**config.mk**
```make
export PLATFORM = sky130hd
export DESIGN_NAME = dma_desc_sequencer_flat
export DESIGN_NICKNAME = d
export VERILOG_FILES = /design/src/rtl/dma_desc_sequencer_if.sv /design/src/rtl/dma_desc_sequencer.sv /design/src/flat_wrapper.sv
export SDC_FILE = /design/constraint.sdc
export NUM_CORES = 1
export LEC_CHECK = 0
export CAP_MARGIN = 15
export CORE_UTILIZATION = 48
export DETAILED_ROUTE_END_ITERATION = 8
export GPL_TIMING_DRIVEN = 0
export PLACE_DENSITY = 0.81
export SLEW_MARGIN = 20
export SYNTH_ARGS = -nofsm -noshare
export SYNTH_HDL_FRONTEND = slang
export SYNTH_SLANG_ARGS = --single-unit
```
**constraint.sdc**
```tcl
create_clock -name clk -period 2.5 [get_ports clk]
set_input_delay 0.5 -clock clk [delete_from_list [all_inputs] [get_ports clk]]
set_output_delay 0.5 -clock clk [all_outputs]
set_load 0.05 [all_outputs]
```
**src/rtl/dma_desc_sequencer_if.sv**
```systemverilog
// Descriptor (host) and byte-transfer (DMA controller) channels of dma_desc_sequencer.
// master = environment side (host + DMA controller), slave = the sequencer.
interface dma_desc_sequencer_if #(
  parameter int ADDR_W = 4,
  parameter int LEN_W  = 4
);
  logic              desc_valid;
  logic              desc_ready;
  logic [ADDR_W-1:0] desc_src;
  logic [ADDR_W-1:0] desc_dst;
  logic [LEN_W-1:0]  desc_len;
  logic              dma_start;
  logic [ADDR_W-1:0] dma_src;
  logic [ADDR_W-1:0] dma_dst;
  logic              dma_done;

  modport master (
    output desc_valid, desc_src, desc_dst, desc_len, dma_done,
    input  desc_ready, dma_start, dma_src, dma_dst
  );

  modport slave (
    input  desc_valid, desc_src, desc_dst, desc_len, dma_done,
    output desc_ready, dma_start, dma_src, dma_dst
  );
endinterface

```
**src/rtl/dma_desc_sequencer.sv**
```systemverilog
// Queues multi-byte copy descriptors and replays each as single-byte DMA start/done transfers.
// Optional watchdog on the WAIT state: define DMA_TIMEOUT_EN.
module dma_desc_sequencer #(
  parameter int ADDR_W      = 4,
  parameter int LEN_W       = 4,
  parameter int DEPTH       = 4,
  parameter int TIMEOUT_CYC = 16
) (
  input  logic                   clk,
  input  logic                   rst_n,
  dma_desc_sequencer_if.slave    bus,
  output logic                   desc_done,
  output logic                   busy,
  output logic [$clog2(DEPTH):0] fifo_count,
  output logic                   err,
  input  logic                   err_clr
);
  localparam int PTR_W = $clog2(DEPTH);
  localparam int CNT_W = PTR_W + 1;

  typedef struct packed {
    logic [ADDR_W-1:0] src;
    logic [ADDR_W-1:0] dst;
    logic [LEN_W-1:0]  len;
  } desc_t;

  typedef enum logic [1:0] {IDLE, ISSUE, WAIT, FINISH} state_t;

  state_t            state, state_n;
  desc_t             mem [DEPTH];
  desc_t             head;
  logic [PTR_W-1:0]  wr_ptr, rd_ptr;
  logic [ADDR_W-1:0] cur_src, cur_dst;
  logic [LEN_W-1:0]  remaining;
  logic              push, pop, step, timeout, wait_expired;

  assign head           = mem[rd_ptr];
  assign bus.desc_ready = (fifo_count != CNT_W'(DEPTH));
  assign push           = bus.desc_valid && bus.desc_ready;
  assign busy           = (state != IDLE) || (fifo_count != '0);
  // The controller reads these combinationally during its READ/WRITE states.
  assign bus.dma_src    = cur_src;
  assign bus.dma_dst    = cur_dst;

  // NOTE: descriptor storage is deliberately not reset; rd/wr pointers and count alone define validity.
  always_ff @(posedge clk) begin
    if (push) mem[wr_ptr] <= {bus.desc_src, bus.desc_dst, bus.desc_len};
  end

  // NOTE: non-blocking assignments so every register samples pre-edge values.
  always_ff @(posedge clk or negedge rst_n) begin
    if (!rst_n) begin
      wr_ptr     <= '0;
      rd_ptr     <= '0;
      fifo_count <= '0;
    end else begin
      if (push) wr_ptr <= wr_ptr + PTR_W'(1);
      if (pop)  rd_ptr <= rd_ptr + PTR_W'(1);
      case ({push, pop})
        2'b10:   fifo_count <= fifo_count + CNT_W'(1);
        2'b01:   fifo_count <= fifo_count - CNT_W'(1);
        default: ;
      endcase
    end
  end

  // NOTE: every output of this block gets a default first, so no path infers a latch.
  always_comb begin
    state_n       = state;
    pop           = 1'b0;
    step          = 1'b0;
    timeout       = 1'b0;
    bus.dma_start = 1'b0;
    desc_done     = 1'b0;
    unique case (state)
      IDLE: begin
        if (fifo_count != '0) begin
          pop     = 1'b1;
          state_n = (head.len == '0) ? FINISH : ISSUE;
        end
      end
      ISSUE: begin
        bus.dma_start = 1'b1;
        state_n       = WAIT;
      end
      WAIT: begin
        if (bus.dma_done) begin
          step    = 1'b1;
          state_n = (remaining == LEN_W'(1)) ? FINISH : ISSUE;
        end else if (wait_expired) begin
          timeout = 1'b1;
          state_n = IDLE;
        end
      end
      FINISH: begin
        desc_done = 1'b1;
        state_n   = IDLE;
      end
      default: state_n = IDLE;
    endcase
  end

  always_ff @(posedge clk or negedge rst_n) begin
    if (!rst_n) begin
      state     <= IDLE;
      cur_src   <= '0;
      cur_dst   <= '0;
      remaining <= '0;
    end else begin
      state <= state_n;
      if (pop) begin
        cur_src   <= head.src;
        cur_dst   <= head.dst;
        remaining <= head.len;
      end else if (step) begin
        cur_src   <= cur_src + ADDR_W'(1);
        cur_dst   <= cur_dst + ADDR_W'(1);
        remaining <= remaining - LEN_W'(1);
      end else if (timeout) begin
        remaining <= '0;
      end
    end
  end

`ifdef DMA_TIMEOUT_EN
  localparam int TO_W = $clog2(TIMEOUT_CYC + 1);

  logic [TO_W-1:0] wait_cnt;

  // Counter is held at 0 outside WAIT, so it starts from 0 on every WAIT entry.
  assign wait_expired = (wait_cnt == TO_W'(TIMEOUT_CYC - 1));

  always_ff @(posedge clk or negedge rst_n) begin
    if (!rst_n) begin
      wait_cnt <= '0;
      err      <= 1'b0;
    end else begin
      wait_cnt <= (state == WAIT) ? wait_cnt + TO_W'(1) : '0;
      if (timeout)      err <= 1'b1;
      else if (err_clr) err <= 1'b0;
    end
  end
`else
  localparam int unused_timeout_cyc = TIMEOUT_CYC;

  logic unused_err_clr;

  assign unused_err_clr = err_clr;
  assign wait_expired   = 1'b0;
  assign err            = 1'b0;
`endif
endmodule
```
**src/flat_wrapper.sv**
```systemverilog
// flat-port wrapper written by rule: the top's interface ports become plain ports
module dma_desc_sequencer_flat 
#(
  parameter int ADDR_W      = 4,
  parameter int LEN_W       = 4,
  parameter int DEPTH       = 4,
  parameter int TIMEOUT_CYC = 16
)
  (clk, rst_n, desc_done, busy, fifo_count, err, err_clr, bus_desc_valid, bus_desc_src, bus_desc_dst, bus_desc_len, bus_dma_done, bus_desc_ready, bus_dma_start, bus_dma_src, bus_dma_dst);
  dma_desc_sequencer_if #(.ADDR_W(ADDR_W), .LEN_W(LEN_W)) bus_i ();
  input  logic clk;
  input  logic rst_n;
  output logic desc_done;
  output logic busy;
  output logic [$clog2(DEPTH):0] fifo_count;
  output logic err;
  input  logic err_clr;
  input wire logic [$bits(bus_i.desc_valid)-1:0] bus_desc_valid;
  input wire logic [$bits(bus_i.desc_src)-1:0] bus_desc_src;
  input wire logic [$bits(bus_i.desc_dst)-1:0] bus_desc_dst;
  input wire logic [$bits(bus_i.desc_len)-1:0] bus_desc_len;
  input wire logic [$bits(bus_i.dma_done)-1:0] bus_dma_done;
  output wire logic [$bits(bus_i.desc_ready)-1:0] bus_desc_ready;
  output wire logic [$bits(bus_i.dma_start)-1:0] bus_dma_start;
  output wire logic [$bits(bus_i.dma_src)-1:0] bus_dma_src;
  output wire logic [$bits(bus_i.dma_dst)-1:0] bus_dma_dst;
  assign bus_i.desc_valid = bus_desc_valid;
  assign bus_i.desc_src = bus_desc_src;
  assign bus_i.desc_dst = bus_desc_dst;
  assign bus_i.desc_len = bus_desc_len;
  assign bus_i.dma_done = bus_dma_done;
  assign bus_desc_ready = bus_i.desc_ready;
  assign bus_dma_start = bus_i.dma_start;
  assign bus_dma_src = bus_i.dma_src;
  assign bus_dma_dst = bus_i.dma_dst;
  dma_desc_sequencer #(.ADDR_W(ADDR_W), .LEN_W(LEN_W), .DEPTH(DEPTH), .TIMEOUT_CYC(TIMEOUT_CYC)) u_core (.clk(clk), .rst_n(rst_n), .bus(bus_i), .desc_done(desc_done), .busy(busy), .fifo_count(fifo_count), .err(err), .err_clr(err_clr));
endmodule
```
Yosys cells after proc, flatten, opt, wreduce, memory -nomap -nowiden

Memory sizes are Yosys's and may differ from the RTL's.
Cells that the tools add are included.

Flip-flop bits (word level): 21
Word-level logic and storage cells: 53
Bits of input ports: 17
Memories: 1
Memory bits (writable): 48

Reductions and logical operators: 9
Multiplexer cells: 20
Add/sub/neg operators: 7
Equal/unequal tests: 9

Memory list:

| memory     | words | bits a word | read ports | clocked after Yosys merged registers in | write ports | RTL line                 | RTL |
|---|---|---|---|---|---|---|---|
| u_core.mem | 4     | 12          | 1          | 0                                       | 1           | dma_desc_sequencer.sv:30 | `desc_t mem [DEPTH];` |

Operators with widths:

| operator              | count |
|---|---|
| $mux W4               | 6 |
| $add A4 B1 Y4 const B | 2 |
| $mux W1               | 8 |
| $mux W2               | 4 |
| $pmux W2 S4           | 1 |
| $eq A2 B2 Y1 const B  | 3 |
| $pmux W3 S2           | 1 |
| $reduce_bool A2 Y1    | 3 |
| $add A2 B1 Y2 const B | 2 |
| $eq A2 B1 Y1 const B  | 2 |
| $eq A4 B1 Y1 const B  | 1 |
| $logic_not A4 Y1      | 1 |
| $sub A4 B1 Y4 const B | 1 |
| $add A3 B1 Y3 const B | 1 |
| $ne A3 B3 Y1 const B  | 1 |
| $reduce_bool A3 Y1    | 1 |
| $sub A3 B1 Y3 const B | 1 |
| $logic_not A2 Y1      | 1 |
| $ne A2 B1 Y1 const B  | 1 |
| $ne A2 B2 Y1 const B  | 1 |
| $reduce_and A2 Y1     | 1 |
| $logic_and A1 B1 Y1   | 1 |
| $logic_or A1 B1 Y1    | 1 |

Longest topological paths before layout

Word-level depth: 5
Depth in mapped cells: 12
Depth with buffers taken out: 10

Least setup slack after synthesis

OpenSTA, ideal clock, no wires.

Kind: flip-flop to flip-flop
From: register u_core.fifo_count[2]
To: register u_core.fifo_count[2]
Slack: -240 ps
Data arrival time: 2657 ps
Required time: 2418 ps
Setup time: 82 ps
Period minus slack after synthesis: 2740 ps
Stages on the path, launching flop included: 10
Buffers on the path: 0
Cell sequence: dfrtp_1 -> nand3_1 -> and2_1 -> inv_1 -> ha_1 -> inv_1 -> fa_1 -> xor2_1 -> nor2_1 -> xor2_1

Elaborated cells on any way between the ends: 11

RTL lines:

| element                                           | RTL line                 | RTL |
|---|---|---|
| start, declared                                   | dma_desc_sequencer.sv:14 | `output logic [$clog2(DEPTH):0] fifo_count,` |
| start signal, assigned                            | dma_desc_sequencer.sv:60 | `2'b10: fifo_count <= fifo_count + CNT_W'(1);` |
| start signal, assigned                            | dma_desc_sequencer.sv:61 | `2'b01: fifo_count <= fifo_count - CNT_W'(1);` |
| $ne A3 B3 Y1 *                                    | dma_desc_sequencer.sv:38 | `assign bus.desc_ready = (fifo_count != CNT_W'(DEPTH));` |
| via bus_desc_ready                                | flat_wrapper.sv:23       | `output wire logic [$bits(bus_i.desc_ready)-1:0] bus_desc_ready;` |
| $logic_and A1 B1 Y1 *                             | dma_desc_sequencer.sv:39 | `assign push = bus.desc_valid && bus.desc_ready;` |
| $eq A2 B1 Y1 or $eq A2 B2 Y1 (tied branches)      | dma_desc_sequencer.sv:59 | `case ({push, pop})` |
| $pmux W3 S2 or $reduce_bool A2 Y1 (tied branches) | n/a                      |  |

The timed path passes the listed nets; every way through them passes the cells marked *.
A chain may end at the register's enable or synchronous reset.

Worst setup path in the final report

From: register u_core.fifo_count[0]
To: output port busy

Word-level cells in the longest chain between the ends: 2

RTL lines:

| element            | RTL line                 | RTL |
|---|---|---|
| $reduce_bool A3 Y1 | dma_desc_sequencer.sv:40 | `assign busy = (state != IDLE) \|\| (fifo_count != '0);` |
| $logic_or A1 B1 Y1 | dma_desc_sequencer.sv:40 |  |
| end, declared      | flat_wrapper.sv:14       | `output logic busy;` |

No other way between the ends.

==> results_dict.tcl <==
set metrics [dict create \
    slew_violations 0 \
    setup_tns_ns 0 \
    fin_nets 249 \
    rows 28 \
    post_cts_resize_count 0 \
    post_synth_mux_area_share 0.111 \
    power_report.internal_total_mw 2.90 \
    yosysWarnings 0 \
    number_of_synthesized_flops_with_an_enable_pin 48 \
    clk_lat_worst_skew_ns 0.34 \
    sw_frac_of_total 0.382 \
    wire_length_of_the_first_global_routing_pass_um 8240 \
    start_util 0.498 \
    post-cts-setup-buffer-count 0 \
    vias 1632 \
    area_growth_syn_to_layout_pct 19.6 \
    number_of_global_route_vias_before_repair 1625 \
    cts_hold_buffers 0 \
    netlist.area_leader.share 0.486 \
    vias_per_cell 5.40 \
    synth_area_in_simple_gates 0.0776 \
    die_x_um 80.6 \
    seqPwrFrac 0.385 \
    fraction_of_the_yosys_area_taken_by_sequential_cells 0.663 \
    place_congestion 0.714 \
    cts_buffer_depth 2 \
    fin_worst_hold_slack_ns 0.541 \
    post-route-drc-count 0 \
    post_synth_top_cells "48 x sky130_fd_sc_hd__edfxtp_1, 21 x sky130_fd_sc_hd__dfrtp_1, 12 x sky130_fd_sc_hd__nand2_1, 12 x sky130_fd_sc_hd__nor2_1, 10 x sky130_fd_sc_hd__mux4_1" \
    timing.clock.skew_ns 0.00652 \
    clock_power_share 0.181 \
    floorplan.die.height_um 80.6 \
    final-hold-violation-count 0 \
    placeableCoreArea_mm2 0.00596 \
    cts_root_buf "sky130_fd_sc_hd__clkbuf_8" \
    worst_slew_pin_slew_ns 0.956 \
    syn_inst 182 \
    dp_hpwl_um 3410 \
    timing.max_cap.violations 0 \
    worstSetupEndpointType "primary output" \
    leakagePower_nw 1.37 \
    run_status "finished, final reports clean" \
    worst_setup_path_start_kind "flip-flop" \
    routed_wirelength_um 5060 \
    slew_headroom 0.360 \
    hold_path_class "flip-flop to flip-flop" \
    combined_area_of_all_synthesized_cells_mm2 0.00297 \
    floorplan.io_pins 33 \
    placement.io_buffers 30 \
    power-per-cell-area_mw_per_mm2 1320 \
    synth-adder-area-share 0.0447 \
    synth-xor-area-share 0.0236 \
    setup_repair_after_global_routing_missed_its_margin "no" \
    drive_above_1_share 0.123 \
    avgRoutedWirePerCell_um 16.8 \
    fp.dieArea_mm2 0.00650 \
    synth.lib_cells_used.distinct 41 \
    min_period_over_period 0.944 \
    combinational_family_with_the_most_area_after_synthesis "multiplexers" \
    globalRoute.totalOverflow 0 \
    worst-endpoint-required_ns 2.00 \
    worst_ep_arrival_time_ns 1.86 \
    max_freq_mhz 424 \
    switchingPower_mw 1.79 \
    synth.ff_latch_count 69 \
    cp_max_fo 4 \
    n_antenna_cell 0 \
    grt_antenna_before_repair 0 \
    worstSetupPathType "flip-flop to primary output" \
    clk_transition_reported_paths_ns 0.07 \
    synth_area_leaders "sky130_fd_sc_hd__edfxtp_1 49%, sky130_fd_sc_hd__dfrtp_1 18%, sky130_fd_sc_hd__mux4_1 8.9%" \
    timing.final.crit_period_ns 2.36 \
    power.share.combinational 0.435 \
    numCtsBuffers 9 \
    htreeDepth 3 \
    firstDrtPassIters 4 \
    ir_drop_v 0.000753 \
    ys_dominant_reg_cell "sky130_fd_sc_hd__edfxtp_1" \
    post-synth-top-area-cell "sky130_fd_sc_hd__edfxtp_1" \
    drt_first_iter_violations 115 \
    grt_max_degree 22 \
    clock_sinks 69 \
    mappedNetlistNets 209 \
    finalSetupViolations 0 \
    postSynthAreaPerCell_um2 16.3 \
    synth-async-reset-ratio 0.304 \
    yosysMostFrequentCell "sky130_fd_sc_hd__edfxtp_1" \
    detail-route-antenna-nets 0 \
    grtUsageTotal 0.183 \
    synth-compound-area-share 0.0443 \
    cts_tree "built" \
]
per-layer routing:
metal	part of all wire	track usage	wire length, um
met1	0.47	0.239	2400
met2	0.47	0.278	2360
met3	0.033	0.0341	167
met4	0.028	0.123	140
met5	0	0	0
cell usage in the layout (no fill, tap or decap), drive strengths merged, types with 2 or more instances in the layout:
cell           instances
xor2                   4
nand2                 12
clkinv                 4
inv                   10
and2                   2
and3                   4
clkbuf                11
clkdlybuf4s50         30
o21ai                  2
ha                     9
edfxtp                48
nor2                  12
nand2b                 2
o221a                  2
a221o                  4
nand4                  2
dfrtp                 21
mux4                  12
a31oi                  2
nor3                   4
nand3                  4
buf                    6
xnor2                  4
power groups by stage:
| stage | combinational [mW] | clock [mW] | sequential (mW) |
|---|---|---|---|
| after floorplan | 1.22 | 0 | 2.08 |
| final | 2.04 | 0.848 | 1.80 |
| after CTS | 2.07 | 0.865 | 1.81 |
| after global placement | 2.00 | 0 | 1.81 |
| after detailed placement | 2.07 | 0 | 1.83 |
| after global routing | 2.22 | 0.908 | 1.84 |
cell families after synthesis:
family                   after synthesis
flip-flops                            69
multiplexers                          14
adder cells (fa/ha/maj)               10
XOR/XNOR                               8
other                                  1
buffers and inverters                 18
AO/OA/AOI/OAI                         16
AND/OR/NAND/NOR                       46
layout make-up:
class,count,area (um^2)
Multi-Input combinational cell,95,910
Buffer,7,61.3
Clock buffer,10,128
Timing Repair Buffer,30,300
Clock inverter,6,53.8
Sequential cell,69,1970
Inverter,10,37.5
Tap cell,75,93.8
Fill cell,485,2400
worst max-delay path, stage by stage, from the launching register on:
cell and delay, ns:
sky130_fd_sc_hd__dfrtp_1 0.43, sky130_fd_sc_hd__nor3_2 0.30, sky130_fd_sc_hd__nand2_1 0.08, sky130_fd_sc_hd__clkdlybuf4s50_1 0.70
final timing paths:
| check | from | end | slack, ns | depth (start not counted) |
|---|---|---|---|---|
| max | u_core.fifo_count[0] | busy | 0.14 | 3 |
| min | u_core.remaining[3] | u_core.remaining[3] | 0.54 | 1 |
| max reg2reg | u_core.state[1] | u_core.fifo_count[2] | 0.28 | 11 |
| min reg2reg | u_core.remaining[3] | u_core.remaining[3] | 0.54 | 1 |
| max in group asynchronous | rst_n | u_core.bus.dma_dst[0] | 1.22 | 1 |
| min in group asynchronous | rst_n | u_core.bus.dma_dst[3] | 0.69 | 1 |
through the flow:
step | worst slack, ns | instance area, um^2 | utilization | power, mW | cells
2_1_floorplan | 0.0965 | 2980 | - | 3.30 | 182
5_1_grt | 0.0334 | 3550 | 0.596 | 4.97 | 302
3_5_place_dp | 0.185 | 3370 | 0.567 | 3.89 | 287
4_1_cts | 0.117 | 3560 | 0.597 | 4.75 | 303
6_report | 0.141 | 3550 | 0.596 | 4.69 | 302
3_3_place_gp | 0.214 | 3370 | 0.567 | 3.81 | 287
flip-flops by register name, summed over array words and instances, names as in the netlist:
name,flops
u_core.remaining,4
u_core.bus.dma_dst,4
u_core.bus.dma_src,4
u_core.rd_ptr,2
u_core.mem,48
u_core.state,2
u_core.fifo_count,3
u_core.wr_ptr,2
No activity file was read; power rests on OpenSTA's default activity.
==> RTL change, RTL diff (config.mk and constraints unchanged) <==
Encoding of `state_t`: now Gray code (2 bits for 4 states).
--- a/src/rtl/dma_desc_sequencer.sv
+++ b/src/rtl/dma_desc_sequencer.sv
@@ -24,7 +24,7 @@
     logic [LEN_W-1:0]  len;
   } desc_t;
 
-  typedef enum logic [1:0] {IDLE, ISSUE, WAIT, FINISH} state_t;
+  typedef enum logic [1:0] {IDLE = 2'b00, ISSUE = 2'b01, WAIT = 2'b11, FINISH = 2'b10} state_t;
 
   state_t            state, state_n;
   desc_t             mem [DEPTH];
Function: no difference found for any inputs over 10 cycles, from zero or initial values and one cycle with rst_n low; not proved beyond that.
==> RTL change against the unedited design <==
Area after synthesis is 0.30% higher. Global-route usage is 0.11 points higher. Sequential cell count stayed put. Wire length is 0.75% lower. Power is 7.7% lower. Clock power is 10% lower. Setup slack better by 13 ps. Design area stayed put. Critical endpoint is now bus_desc_ready. Largest cell class unchanged. Highest routed layer unchanged.
==> RTL change: results (changes against the unedited design) <==
stage;metric;value;unit;change
route;metal3 WL;196;µm;+17%
global_routing;GR Util met1;23.9;%;-0.044 points
yosys;Netlist cell types;36;;-12%
placed_design;RePlAce Congestion;0.744;;+4.3%
global_routing;GR Layer Usage met3;5.62;%;+2.2 points
final_layout;Non-clock buffer share;10.5;%;+0.32 points
route;drt via density;5.42;;+0.27%
final_layout;sequential cell area share;55.4;%;about the same
final_layout;multi-input combinational gate total;100;;+5.3%
yosys;Synth area leaders;edfxtp_1, dfrtp_1, mux4_1;;
worst_setup_path;worst reg2reg path depth;12;;+1
final_layout;fraction of area in clock buffers and inverters;4.69;%;-0.42 points
timing;slew margin rel.;38.0;%;+2.0 points
final_layout;Non-clk bufs;38;;+2.7%
route;DRT iter0 DRCs;122;;+6.1%
worst_setup_path;CP peak stage delay;810;ps;+110 ps
final_layout;Layout fillers;468;;-3.5%
route;drt total wl;5020;µm;-0.75%
final_layout;fraction of layout cells with a size suffix above 1;15.9;%;+3.5 points
power_and_ir_drop;Static Leak;1.33;nW;-2.8%
power_and_ir_drop;Final Power;4.33;mW;-7.7%
global_routing;Total GRT Usage;18.4;%;+0.11 points
worst_setup_path;crit path max fanout;6;;+2
placed_design;detailed placer's ending HPWL;3390;µm;-0.66%
route;WL met2;2420;µm;+2.5%
yosys;synth cell count leaders;edfxtp_1, dfrtp_1, nand2_1, nor2_1;;
final_layout;Antenna Cells;0;;unchanged
status;status;complete, no violations;;
route;Routed met1 length;2310;µm;-3.8%
global_routing;met2 Track Usage GR;28.7;%;+0.93 points
yosys;sequential fraction of the synthesis area;66.1;%;-0.20 points
global_routing;first-pass GRT wire length;8360;µm;+1.4%
-- RTL change: cell count changes after synthesis, sizes merged, moves of 2 or more --
cell / unedited run / this run
o21ai: 2 / 5
nand2: 12 / 16
nor3: 4 / 2
nor2: 12 / 15
-- RTL change: worst paths after layout --
check,end,slack [ps],from
max,bus_desc_ready,150,u_core.fifo_count[1]
min,u_core.remaining[3],510,u_core.remaining[3]
max reg2reg,u_core.fifo_count[2],270,u_core.state[1]
min reg2reg,u_core.remaining[3],510,u_core.remaining[3]
max in group asynchronous,u_core.fifo_count[2],1200,rst_n
min in group asynchronous,u_core.fifo_count[0],680,rst_n
-- RTL change: through the flow --
stage	hold slack (ps)	util [%]	worst slack [ps]	area, µm²	std cells
final	512	59.6	154	3550	308
after global routing	537	59.6	52.2	3550	308
after CTS	516	59.6	126	3550	308
after detailed placement	506	56.8	175	3380	292
after global placement	493	56.8	197	3380	292
after floorplan	204	-	114	2990	187
-- RTL change: kinds of logic (layout without fill, tap and decap cells) --
logic type | count (synthesis) | in the layout | share of synthesized area [%]
compound gates | 18 | 18 | 4.71
fa+ha+maj | 10 | 10 | 4.46
flops | 69 | 69 | 66.1
buf+inv | 18 | 64 | 3.70
xor+xnor | 8 | 8 | 2.35
mux | 13 | 13 | 10.3
other cells | 1 | 1 | 0.126
simple gates | 50 | 50 | 8.24
-- RTL change: power by group through the flow --
stage | combinational [mW] | clock (mW) | sequential [mW]
floorplan | 1.00 | 0 | 2.07
global route | 1.92 | 0.834 | 1.84
detailed placement | 1.79 | 0 | 1.82
CTS | 1.79 | 0.777 | 1.80
finish | 1.77 | 0.762 | 1.80
global placement | 1.75 | 0 | 1.80
-- RTL change: worst max-delay path, delay by kind of cell (launching register included) --
family	cells	cell delay [ps]
buf+inv	2	940
flops	1	440
simple gates	1	120
